File: config.mk
export PLATFORM = sky130hd
export DESIGN_NAME = xif_offload_initiator
export DESIGN_NICKNAME = d
export VERILOG_FILES = /design/src/rtl/xif_initiator_pkg.sv /design/src/rtl/xif_offload_initiator.sv
export SDC_FILE = /design/constraint.sdc
export NUM_CORES = 1
export LEC_CHECK = 0
export BUFFER_PORTS_ARGS = -buffer_cell sky130_fd_sc_hd__clkbuf_2
export CAP_MARGIN = 15
export CORE_MARGIN = 4
export CORE_UTILIZATION = 52
export DETAILED_ROUTE_END_ITERATION = 10
export GPL_ROUTABILITY_DRIVEN = 1
export PLACE_DENSITY = 0.82
export SLEW_MARGIN = 20
export SYNTH_ARGS = -nofsm -noshare
export SYNTH_HDL_FRONTEND = slang
export SYNTH_SLANG_ARGS = --single-unit
File: constraint.sdc
create_clock -name clk_i -period 4.1 [get_ports clk_i]
set_clock_uncertainty 0.2 [all_clocks]
set_input_delay 0.205 -clock clk_i [delete_from_list [all_inputs] [get_ports clk_i]]
set_output_delay 0.205 -clock clk_i [all_outputs]
set_load 0.01 [all_outputs]
File: src/rtl/xif_initiator_pkg.sv
// Shared types and AES32 encoding constants for the XIF offload initiator.
package xif_initiator_pkg;

   typedef enum logic [2:0] {
      ST_IDLE        = 3'd0,
      ST_ISSUE       = 3'd1,
      ST_COMMIT      = 3'd2,
      ST_WAIT_RESULT = 3'd3,
      ST_RESP        = 3'd4
   } state_e;

   typedef enum logic [1:0] {
      STATUS_OK      = 2'd0,
      STATUS_ILLEGAL = 2'd1,
      STATUS_KILLED  = 2'd2,
      STATUS_TIMEOUT = 2'd3
   } status_e;

   localparam logic [6:0] OPCODE_OP       = 7'b0110011;
   localparam logic [2:0] FUNCT3_AES32    = 3'b000;
   localparam logic [4:0] FUNCT5_AES32ESI  = 5'b10001;
   localparam logic [4:0] FUNCT5_AES32ESMI = 5'b10011;
   localparam logic [4:0] FUNCT5_AES32DSI  = 5'b10101;
   localparam logic [4:0] FUNCT5_AES32DSMI = 5'b10111;

   // True for any of the four AES32 encodings (bs field in [31:30] is free).
   function automatic logic is_aes32(input logic [31:0] instr);
      logic f5_ok;
      f5_ok = (instr[29:25] == FUNCT5_AES32ESI)  || (instr[29:25] == FUNCT5_AES32ESMI) ||
              (instr[29:25] == FUNCT5_AES32DSI)  || (instr[29:25] == FUNCT5_AES32DSMI);
      return (instr[6:0] == OPCODE_OP) && (instr[14:12] == FUNCT3_AES32) && f5_ok;
   endfunction

endpackage

File: src/rtl/xif_offload_initiator.sv
// CPU-side XIF initiator: one transaction at a time through issue, commit,
// result collection and a writeback response with status.
module xif_offload_initiator
   import xif_initiator_pkg::*;
#(
   parameter int unsigned X_ID_WIDTH     = 4,
   parameter int unsigned X_RFR_WIDTH    = 32,
   parameter int unsigned X_RFW_WIDTH    = 32,
   parameter int unsigned TIMEOUT_CYCLES = 256
) (
   input  logic                     clk_i,
   input  logic                     rst_ni,
   input  logic                     req_valid_i,
   output logic                     req_ready_o,
   input  logic [31:0]              req_instr_i,
   input  logic [X_RFR_WIDTH-1:0]   req_rs1_i,
   input  logic [X_RFR_WIDTH-1:0]   req_rs2_i,
   input  logic                     req_kill_i,
   output logic                     issue_valid_o,
   input  logic                     issue_ready_i,
   output logic [31:0]              issue_instr_o,
   output logic [X_ID_WIDTH-1:0]    issue_id_o,
   output logic [2*X_RFR_WIDTH-1:0] issue_rs_o,
   output logic [1:0]               issue_rs_valid_o,
   input  logic                     issue_accept_i,
   input  logic                     issue_writeback_i,
   output logic                     commit_valid_o,
   output logic [X_ID_WIDTH-1:0]    commit_id_o,
   output logic                     commit_kill_o,
   input  logic                     result_valid_i,
   output logic                     result_ready_o,
   input  logic [X_ID_WIDTH-1:0]    result_id_i,
   input  logic [X_RFW_WIDTH-1:0]   result_data_i,
   input  logic [4:0]               result_rd_i,
   input  logic                     result_we_i,
   output logic                     rsp_valid_o,
   input  logic                     rsp_ready_i,
   output logic [1:0]               rsp_status_o,
   output logic [4:0]               rsp_rd_o,
   output logic [X_RFW_WIDTH-1:0]   rsp_data_o,
   output logic                     rsp_we_o,
   output logic                     id_err_o
);

   localparam logic [15:0] TMO_LAST = 16'(TIMEOUT_CYCLES - 1);

   state_e                   state_q, state_d;
   status_e                  status_q, status_d;
   logic [X_ID_WIDTH-1:0]    id_q, id_d;
   logic [15:0]              tmo_q, tmo_d;
   logic [31:0]              instr_q, instr_d;
   logic [X_RFR_WIDTH-1:0]   rs1_q, rs1_d, rs2_q, rs2_d;
   logic                     kill_q, kill_d;
   logic                     accept_q, accept_d;
   logic                     wb_q, wb_d;
   logic [4:0]               rd_q, rd_d;
   logic [X_RFW_WIDTH-1:0]   data_q, data_d;
   logic                     we_q, we_d;
   logic                     id_err_q, id_err_d;

   logic st_issue, st_commit, st_wait, st_resp, commit_kill;

   always_comb begin
      state_d  = state_q;
      status_d = status_q;
      id_d     = id_q;
      tmo_d    = tmo_q;
      instr_d  = instr_q;
      rs1_d    = rs1_q;
      rs2_d    = rs2_q;
      kill_d   = kill_q;
      accept_d = accept_q;
      wb_d     = wb_q;
      rd_d     = rd_q;
      data_d   = data_q;
      we_d     = we_q;
      id_err_d = 1'b0;
      unique case (state_q)
         ST_IDLE: begin
            if (req_valid_i) begin
               instr_d = req_instr_i;
               rs1_d   = req_rs1_i;
               rs2_d   = req_rs2_i;
               kill_d  = req_kill_i;
               state_d = ST_ISSUE;
            end
         end
         ST_ISSUE: begin
            if (issue_ready_i) begin
               accept_d = issue_accept_i;
               wb_d     = issue_writeback_i;
               state_d  = ST_COMMIT;
            end
         end
         ST_COMMIT: begin
            if (!accept_q || kill_q) begin
               // A rejected instruction reports ILLEGAL even if it was also flushed.
               status_d = accept_q ? STATUS_KILLED : STATUS_ILLEGAL;
               rd_d     = 5'd0;
               data_d   = '0;
               we_d     = 1'b0;
               state_d  = ST_RESP;
            end else begin
               tmo_d   = 16'd0;
               state_d = ST_WAIT_RESULT;
            end
         end
         ST_WAIT_RESULT: begin
            if (result_valid_i && result_id_i == id_q) begin
               status_d = STATUS_OK;
               rd_d     = result_rd_i;
               data_d   = result_data_i;
               we_d     = result_we_i & wb_q;
               state_d  = ST_RESP;
            end else if (tmo_q == TMO_LAST) begin
               status_d = STATUS_TIMEOUT;
               rd_d     = 5'd0;
               data_d   = '0;
               we_d     = 1'b0;
               state_d  = ST_RESP;
            end else begin
               tmo_d = tmo_q + 16'd1;
            end
            // A stray ID is still consumed (ready is high); flag it.
            if (result_valid_i && result_id_i != id_q) id_err_d = 1'b1;
         end
         ST_RESP: begin
            if (rsp_ready_i) begin
               id_d    = id_q + 1'b1;
               state_d = ST_IDLE;
            end
         end
         default: state_d = ST_IDLE;
      endcase
   end

   always_ff @(posedge clk_i) begin
      if (!rst_ni) begin
         state_q  <= ST_IDLE;
         status_q <= STATUS_OK;
         id_q     <= '0;
         tmo_q    <= 16'd0;
         instr_q  <= 32'd0;
         rs1_q    <= '0;
         rs2_q    <= '0;
         kill_q   <= 1'b0;
         accept_q <= 1'b0;
         wb_q     <= 1'b0;
         rd_q     <= 5'd0;
         data_q   <= '0;
         we_q     <= 1'b0;
         id_err_q <= 1'b0;
      end else begin
         state_q  <= state_d;
         status_q <= status_d;
         id_q     <= id_d;
         tmo_q    <= tmo_d;
         instr_q  <= instr_d;
         rs1_q    <= rs1_d;
         rs2_q    <= rs2_d;
         kill_q   <= kill_d;
         accept_q <= accept_d;
         wb_q     <= wb_d;
         rd_q     <= rd_d;
         data_q   <= data_d;
         we_q     <= we_d;
         id_err_q <= id_err_d;
      end
   end

   // Data outputs are gated by state so they read 0 outside their phase.
   assign st_issue    = (state_q == ST_ISSUE);
   assign st_commit   = (state_q == ST_COMMIT);
   assign st_wait     = (state_q == ST_WAIT_RESULT);
   assign st_resp     = (state_q == ST_RESP);
   assign commit_kill = ~accept_q | kill_q;

   assign req_ready_o      = (state_q == ST_IDLE);
   assign issue_valid_o    = st_issue;
   assign issue_instr_o    = st_issue ? instr_q : 32'd0;
   assign issue_id_o       = st_issue ? id_q : '0;
   assign issue_rs_o       = st_issue ? {rs2_q, rs1_q} : '0;
   assign issue_rs_valid_o = {2{st_issue}};
   assign commit_valid_o   = st_commit;
   assign commit_id_o      = st_commit ? id_q : '0;
   assign commit_kill_o    = st_commit & commit_kill;
   assign result_ready_o   = st_wait;
   assign rsp_valid_o      = st_resp;
   assign rsp_status_o     = st_resp ? status_q : 2'd0;
   assign rsp_rd_o         = st_resp ? rd_q : 5'd0;
   assign rsp_data_o       = st_resp ? data_q : '0;
   assign rsp_we_o         = st_resp & we_q;
   assign id_err_o         = id_err_q;

endmodule

==> run summary, run 1 <==
Status: finished clean
Seq cells post-synth: 163
Die X: 125 um
Slew @ Worst Pin: 1010 ps
Resized Gates After CTS: 0
Post-route antenna net violation count: 0
Routed vias: 8,012
Sum Neg Setup Slack: 0 ps
Routed wire length: 26.3 mm
Buffers and inverters on the worst path: 3
Post-route cell area: 10,500 sq um
CP arrival: 3340 ps
Gate power share: 20.5%
Unrepaired setup endpoints after global routing: false
Pin count of the biggest net entering global routing: 109
First-pass GRT wire length: 41.7 mm
Max IR drop VDD: 0.357 mV
Crit path max-delay family: buffers and inverters
Vias in the first global route: 8,099
EDFF count, synth: 0
CP startpoint: state_q[0]
Die Area: 15,500 sq um
Cell Count, Final, Fillers Out: 1,454
Clock Latency Late Sink: 420 ps
Hold Violations, Final: 0
Post-CTS Hold Fix Bufs: 143
Number of port buffers: 299
TritonCTS Sinks: 163
Leading area contributor after synthesis: dfxtp_1
Synth top area share: 46.1%
All-Layer GR Usage: 32.9%
Register area share after synthesis: 46.1%
Placed instance count: 1,277
Crit Path Class: register to register
Setup-failing EPs final: 0
Antenna violations before repair: 1
Startpoint of the worst hold path: rst_ni
Crit path required time: 4260 ps
CTS clk-pin slew, worst paths: 60 ps
Initial Util: 53.2%
Total CTS buffers: 17
# rows: 42
Top-count cell post-synth: nand2_1
Most used DFF post-synth: dfxtp_1
DR WL/cell: 18.1 um
Root Driver: clkbuf_16
Remaining routing DRC violations: 0
Pwr Total: 4.30 mW
Internal cell power: 3.06 mW
Total grt overflow: 0
Via-to-Cell Ratio: 5.51
Reg power frac: 41.6%
Dpl hpwl: 13.9 mm
Top-Level Pins: 300
CP max stage cell: buf_4
CP dominant cell by count: dlygate4sd3_1
FILL cells: 769
Max Clk Rate: 0.314 GHz
CP Launch Type: register
Max-Cap Viols: 0
Die H: 125 um
Final min period: 3180 ps
Syn nets: 1,009
Cells along the critical path: nor3b_2 -> buf_4 -> nand3_1 -> dlygate4sd3_1 -> a21oi_1 -> dlygate4sd3_1
Critical Path Sink Type: register
Synth warn: 0
Pleak: 4.79 nW
PD cells: 408 nW/um^2
Area after DPL: 8500 sq um
Starting DRT DRC Count: 652
Number of post-CTS setup repair buffers: 0
Hold WC Path Type: input port to register
Layout Area Growth over Synthesis: 49.2%
Clock Tree Buf Depth: 2
# nets final: 1,412
RR Startpoint: state_q[0]
Switching power: 1.24 mW
Clock Power Share: 37.9%
Synthesized netlist cell count: 860
Max_slew headroom: 32.8%
Pins Over Slew Limit: 0
Tcrit/Tclk final: 77.6%
# H-tree levels: 4
Commonest cells post-synth: 217 x nand2_1, 163 x dfxtp_1, 147 x and2_1
Top area cells in the synthesized netlist: dfxtp_1 46%, and2_1 13%, nand2_1 12%
Crit Path Max Fanout: 107
Ys async rst share: 0%
Layout cell share with drive strength beyond 1: 28.2%
CP max stage delay: 670 ps
Syn_area_per_cell: 8.22 sq um
WHS: 140 ps
Net Sw Frac: 28.9%
Synth cell types: 53
Drt first pass iters: 7
Core Area: 13,300 sq um
Placer Congestion: 0.894
Post-Syn Area: 7070 sq um
CTS tree: done
## cells by family after synthesis
logic type	synth area share, %
buffers and inverters	5.31
AND/OR/NAND/NOR	29.9
multiplexers	0.283
adder cells (fa/ha/maj)	0.354
flip-flops	46.1
XOR/XNOR	0.743
AO/OA/AOI/OAI	17.3
## flip-flops by register name, indices dropped and copies added (netlist names)
name      flops
kill_q        1
id_q          4
instr_q      32
id_err_o      1
wb_q          1
accept_q      1
rs1_q        32
data_q       32
we_q          1
rd_q          5
state_q       3
status_q      2
tmo_q        16
rs2_q        32
## through the flow
step	worst slack (ps)	util (%)
5_1_grt	681	79.3
3_5_place_dp	1500	64.0
2_1_floorplan	2140	-
4_1_cts	851	79.3
6_report	918	79.3
3_3_place_gp	1540	64.0
## power by group through the flow
stage / registers, mW / logic, mW / clock network, mW
3_3_place_gp: 1.80 / 0.717 / 0
5_1_grt: 1.80 / 0.958 / 1.73
4_1_cts: 1.77 / 0.838 / 1.64
6_report: 1.79 / 0.882 / 1.63
3_5_place_dp: 1.80 / 0.723 / 0
2_1_floorplan: 1.78 / 0.517 / 0
## routing by layer
| layer | up-vias | track usage [%] | wire length [um] |
|---|---|---|---|
| met5 | - | 0 | 0 |
| met2 | 529 | 53.6 | 12300 |
| met1 | 3666 | 36.6 | 9520 |
| met3 | 138 | 12.4 | 2810 |
| li1 | 3679 | - | - |
| met4 | 0 | 19.5 | 1630 |
## layout by cell type, fill, tap and decap left out, types with 10 or more instances in the layout
cell type      Yosys  final
clkbuf_2           0    299
nand2_1          217    216
dfxtp_1          163    163
and2_1           147    146
dlygate4sd3_1      0    143
a21oi_1          113    112
a22o_1            37     37
nand3_1           18     18
clkbuf_16          0     17
nor2_1            11     10
## final cells by class
cell class	count	area [sq um]	area share, %
multi-input combinational	626	3450	32.7
antenna	2	5.00	0.0474
sequential	163	3260	30.9
inverter	6	23.8	0.225
clock inverter	9	126	1.20
timing repair buffer	449	2980	28.3
tap	176	220	2.09
clock buffer	23	478	4.53
## path summary, 6_finish.rpt
check	cells after the start	slack (ps)	end
max reg2reg	6	920	wb_q
max	6	920	wb_q
min	2	140	state_q[2]
min reg2reg	2	250	rs1_q[15]
No activity file was read; power rests on OpenSTA's default activity.
==> inputs of run 2 (changes only) <==
- ABC_AREA: not set -> 1
- CORE_UTILIZATION: 52 -> 44
- PLACE_DENSITY: 0.82 -> 0.73
- clock period: 4.1 -> 2.9 ns (I/O delays scaled with it)
==> run 2 against run 1 <==
Compared with the run above:
- clock power up 49%
- die area rose by 20%
- flip-flop and latch count did not move
- sequential share of layout area down 0.99 points
- cell count grew 17%
- routed wire length down 10%
- hold slack worse by 15 ps
- via count is 3.3% higher
- fmax is 27% higher
- global-route usage fell by 8.3 points
- combinational power rose to 2.8 times the previous value
- critical path type unchanged
- highest routed layer unchanged
==> run summary, run 2 <==
Status: finished clean
All-Layer GR Usage: 24.6%
Top area cells in the synthesized netlist: dfxtp_1 45%, a21oi_1 10%, nor2_1 9.5%
Antenna violations before repair: 1
Routed vias: 8,280
Unrepaired setup endpoints after global routing: false
Register area share after synthesis: 45.0%
DR WL/cell: 13.9 um
Final min period: 2500 ps
Slew @ Worst Pin: 996 ps
Commonest non-fill, non-tap cell in the layout: clkbuf_2
Placer Congestion: 0.890
Hold WC Path Type: input port to register
TritonCTS Sinks: 163
Tcrit/Tclk final: 86.4%
Clock Latency Late Sink: 420 ps
# H-tree levels: 4
Layout cell share with drive strength beyond 1: 24.3%
Hold Violations, Final: 0
Leading area contributor after synthesis: dfxtp_1
Post-Syn Area: 7250 sq um
Most frequent cells in the layout: 299 x clkbuf_2, 183 x nor2_1, 174 x inv_1, 163 x dfxtp_1, 150 x a21oi_1
Via-to-Cell Ratio: 4.86
Placed instance count: 1,527
Synth warn: 0
Top-count cell post-synth: nor2_1
R2R Setup Slk: 400 ps
Max_slew headroom: 33.6%
EDFF count, synth: 0
Crit Path Class: register to register
Pins Over Slew Limit: 0
Crit Path Max Fanout: 59
Number of port buffers: 299
Seq cells post-synth: 163
Layout Area Growth over Synthesis: 50.4%
Starting DRT DRC Count: 470
Critical Path Sink Type: register
FILL cells: 1,315
Initial Util: 45.3%
Commonest cells post-synth: 183 x nor2_1, 174 x inv_1, 163 x dfxtp_1
Syn nets: 1,218
Vias in the first global route: 7,718
Ys async rst share: 0%
Pin count of the biggest net entering global routing: 111
First-pass GRT wire length: 36.7 mm
Synth cell types: 27
Core Area: 16,000 sq um
Syn_area_per_cell: 6.78 sq um
Multi-input logic area: 2990 sq um
# rows: 46
CTS clk-pin slew, worst paths: 60 ps
Clock Tree Buf Depth: 2
Sum Neg Setup Slack: 0 ps
Post-route antenna net violation count: 0
PD cells: 711 nW/um^2
Routed wire length: 23.7 mm
Synthesized netlist cell count: 1,069
Die H: 136 um
CP Launch Type: register
CTS tree: done
Dpl hpwl: 14.8 mm
Crit path required time: 3050 ps
Resized Gates After CTS: 0
Max IR drop VDD: 0.448 mV
Synth top area share: 45.0%
Max Clk Rate: 0.399 GHz
Die Area: 18,600 sq um
Remaining routing DRC violations: 0
Total CTS buffers: 17
Drt first pass iters: 5
CP arrival: 2660 ps
Total grt overflow: 0
Max-Cap Viols: 0
Top-Level Pins: 300
Most used DFF post-synth: dfxtp_1
Die X: 136 um
Setup-failing EPs final: 0
Root Driver: clkbuf_16
Pleak: 4.82 nW
Sequential cell area: 3260 sq um
Cell Count, Final, Fillers Out: 1,705
# nets final: 1,623
[run 2: changes by cell type after synthesis, sizes merged, moves of 11 or more]
cell and delta:
a21oi +37, nor2 +172, a22o -37, and2 -147, inv +176, o21ai +95, nand2 -63, nand3 +11
[run 2: logic make-up (layout without fill, tap and decap cells)]
group / count (synthesis) / after routing / share of synthesized area (%)
compound gates: 258 / 258 / 17.9
xor+xnor: 6 / 6 / 0.725
fa+ha+maj: 2 / 2 / 0.345
buf+inv: 250 / 668 / 13.9
flops: 163 / 163 / 45.0
other cells: 0 / 2 / 0
simple gates: 390 / 390 / 22.1
[run 2: layout make-up]
cell class	count	share of cell area [%]
diodes	2	0.0459
inverters	184	6.35
repair buffers	452	27.8
flip-flops and latches	163	29.9
clock buffers	20	4.28
well taps	216	2.48
clock inverters	12	1.63
multi-input cells	656	27.5
[run 2: worst paths after layout]
path,start,to,cells after the start
hold reg to reg,rs1_q[28],rs1_q[28],2
setup / recovery,state_q[2],accept_q,7
hold / removal,rst_ni,tmo_q[2],4
setup reg to reg,state_q[2],accept_q,7
[run 2: routing by layer]
metal  share of wire, %  track usage (%)  routed length [um]
met3                8.1             6.88                1910
met1                 40             28.4                9380
met2                 49             41.8               11500
met5                  0                0                   0
met4                3.8             12.2                 896
[run 2: repair_timing]
item                                   CTS  global route
endpoints found under the hold margin  142             0
hold buffers                           144             0
setup buffers                            0             0
[run 2: where the power goes]
part           switching, mW  internal (mW)
Clock                  0.915           1.51
Sequential             0.145           2.71
Combinational           1.64          0.827
[run 2: per-stage QoR]
stage | setup slack, ps | utilization, % | cell area (sq um) | hold slack [ps] | power, mW
finish | 395 | 68.1 | 10900 | 125 | 7.74
global route | 175 | 68.1 | 10900 | 167 | 8.20
CTS | 362 | 68.1 | 10900 | 123 | 7.74
detailed placement | 810 | 55.0 | 8810 | 189 | 5.16
global placement | 878 | 55.0 | 8810 | 182 | 5.12
floorplan | 1160 | - | 7250 | 68.1 | 4.48
[run 2: critical path, cell delays in order, from the launching register on]
cell and delay (ps):
dfxtp_1 400, nor2_1 110, nand2_4 480, inv_1 280, nand2_1 170, o21ai_0 70
dlygate4sd3_1 610, a21oi_1 110
==> inputs of run 3 (changes only) <==
==> constraint.sdc (replaced) <==
create_clock -name clk_i -period 2.9 [get_ports clk_i]
set_clock_uncertainty 0.2 [all_clocks]
set_input_delay 0.435 -clock clk_i [delete_from_list [all_inputs] [get_ports clk_i]]
set_output_delay 0.435 -clock clk_i [all_outputs]
set_load 0.01 [all_outputs]
==> run 3 against run 2 <==
Compared with the run above:
- largest cell class unchanged
- die area unchanged
- critical path depth down 2
- fmax is 4.0% lower
- non-clock buffer count is 144 lower
- critical endpoint is now issue_instr_o[12]
- via count fell by 12%
- design area is 14% lower
- flip-flop and latch count is the same
- global-route usage down 3.0 points
==> run summary, run 3 (same netlist as run 2, synthesis figures left out) <==
Dpl hpwl: 14.7 mm
Crit Path Max Fanout: 55
CP arrival: 1970 ps
Number of port buffers: 299
# H-tree levels: 4
Pins Over Slew Limit: 0
Die X: 136 um
TritonCTS Sinks: 163
Remaining routing DRC violations: 0
Post-route worst setup slack: 290 ps
Max-Cap Viols: 0
Layout cell share with drive strength beyond 1: 26.9%
DR WL/cell: 13.1 um
CTS clk-pin slew, worst paths: 70 ps
Vias in the first global route: 6,787
Pin count of the biggest net entering global routing: 111
Tcrit/Tclk final: 90.0%
Max_slew headroom: 35.5%
CTS tree: done
Crit Path Class: register to output pin
Crit path required time: 2270 ps
Number of post-CTS setup repair buffers: 0
Clock Latency Late Sink: 410 ps
Resized Gates After CTS: 0
Top-Level Pins: 300
Routed wire length: 20.5 mm
Commonest non-fill, non-tap cell in the layout: clkbuf_2
Hold WC Path Type: input port to register
Hold Violations, Final: 0
Sum Neg Setup Slack: 0 ps
Core Area: 16,000 sq um
Post-CTS Hold Fix Bufs: 0
Pre-CTS setup slack: 706 ps
Routed vias: 7,316
Final min period: 2610 ps
Setup-failing EPs final: 0
Status: finished clean
Max IR drop VDD: 0.479 mV
First-pass GRT wire length: 32.2 mm
Placer Congestion: 0.889
Total CTS buffers: 17
Clock Tree Buf Depth: 2
Die Area: 18,600 sq um
Antenna violations before repair: 2
All-Layer GR Usage: 21.6%
Total grt overflow: 0
Die H: 136 um
Unrepaired setup endpoints after global routing: false
CP Launch Type: register
Critical Path Sink Type: output pin
Max Clk Rate: 0.383 GHz
Post-route antenna net violation count: 0
Initial Util: 45.3%
# nets final: 1,479
Via-to-Cell Ratio: 4.68
Slew @ Worst Pin: 968 ps
Layout Area Growth over Synthesis: 29.5%
PD cells: 779 nW/um^2
Drt first pass iters: 5
Most frequent cells in the layout: 299 x clkbuf_2, 183 x nor2_1, 174 x inv_1, 163 x dfxtp_1, 150 x a21oi_1
# rows: 46
Pleak: 4.18 nW
Root Driver: clkbuf_16
Starting DRT DRC Count: 434
-- run 3: layout make-up --
type | instances | area (sq um)
repair buffers | 308 | 1590
diodes | 3 | 7.51
inverters | 184 | 692
fillers | 1576 | 6620
multi-input cells | 656 | 2990
flip-flops and latches | 163 | 3260
clock buffers | 18 | 429
clock inverters | 14 | 141
well taps | 216 | 270
-- run 3: metal layers --
layer,vias to the layer above,share of wire [%],GRT usage [%]
li1,3848,-,-
met4,0,2.4,9.24
met3,34,7.4,6.11
met1,3188,42,26.6
met2,246,48,35.5
met5,-,0,0
-- run 3: final timing paths --
check	depth (start not counted)	slack, ps	to	from
worst max register to register	7	710	rs1_q[1]	state_q[2]
worst min register to register	2	250	rs2_q[2]	rs2_q[2]
worst max-delay path	5	290	issue_instr_o[12]	state_q[2]
worst min-delay path	3	40	data_q[24]	result_data_i[24]
-- run 3: per-stage QoR --
| step | std cells | total power, mW | area, sq um | hold slack, ps | utilization (%) |
|---|---|---|---|---|---|
| after floorplan | 1069 | 4.48 | 7250 | 230 | - |
| after global placement | 1527 | 5.13 | 8810 | 240 | 55.0 |
| after detailed placement | 1527 | 5.17 | 8810 | 246 | 55.0 |
| after CTS | 1559 | 7.38 | 9380 | 21.3 | 58.6 |
| after global routing | 1561 | 7.79 | 9380 | 29.8 | 58.6 |
| final | 1562 | 7.31 | 9380 | 43.6 | 58.6 |
-- run 3: worst max-delay path: stages (launching register included) --
cell	delay (ps)
dfxtp_1	340
nor2_1	220
nand2_4	360
buf_12	320
nor2_1	130
clkbuf_2	150
-- run 3: power by group --
part / switching [mW] / total (mW) / internal [mW] / leakage [nW]
combinational: 1.57 / 2.26 / 0.699 / 2.57
clock: 0.986 / 2.20 / 1.21 / 0.273
sequential: 0.141 / 2.85 / 2.71 / 1.33
total: 2.69 / 7.31 / 4.61 / 4.18
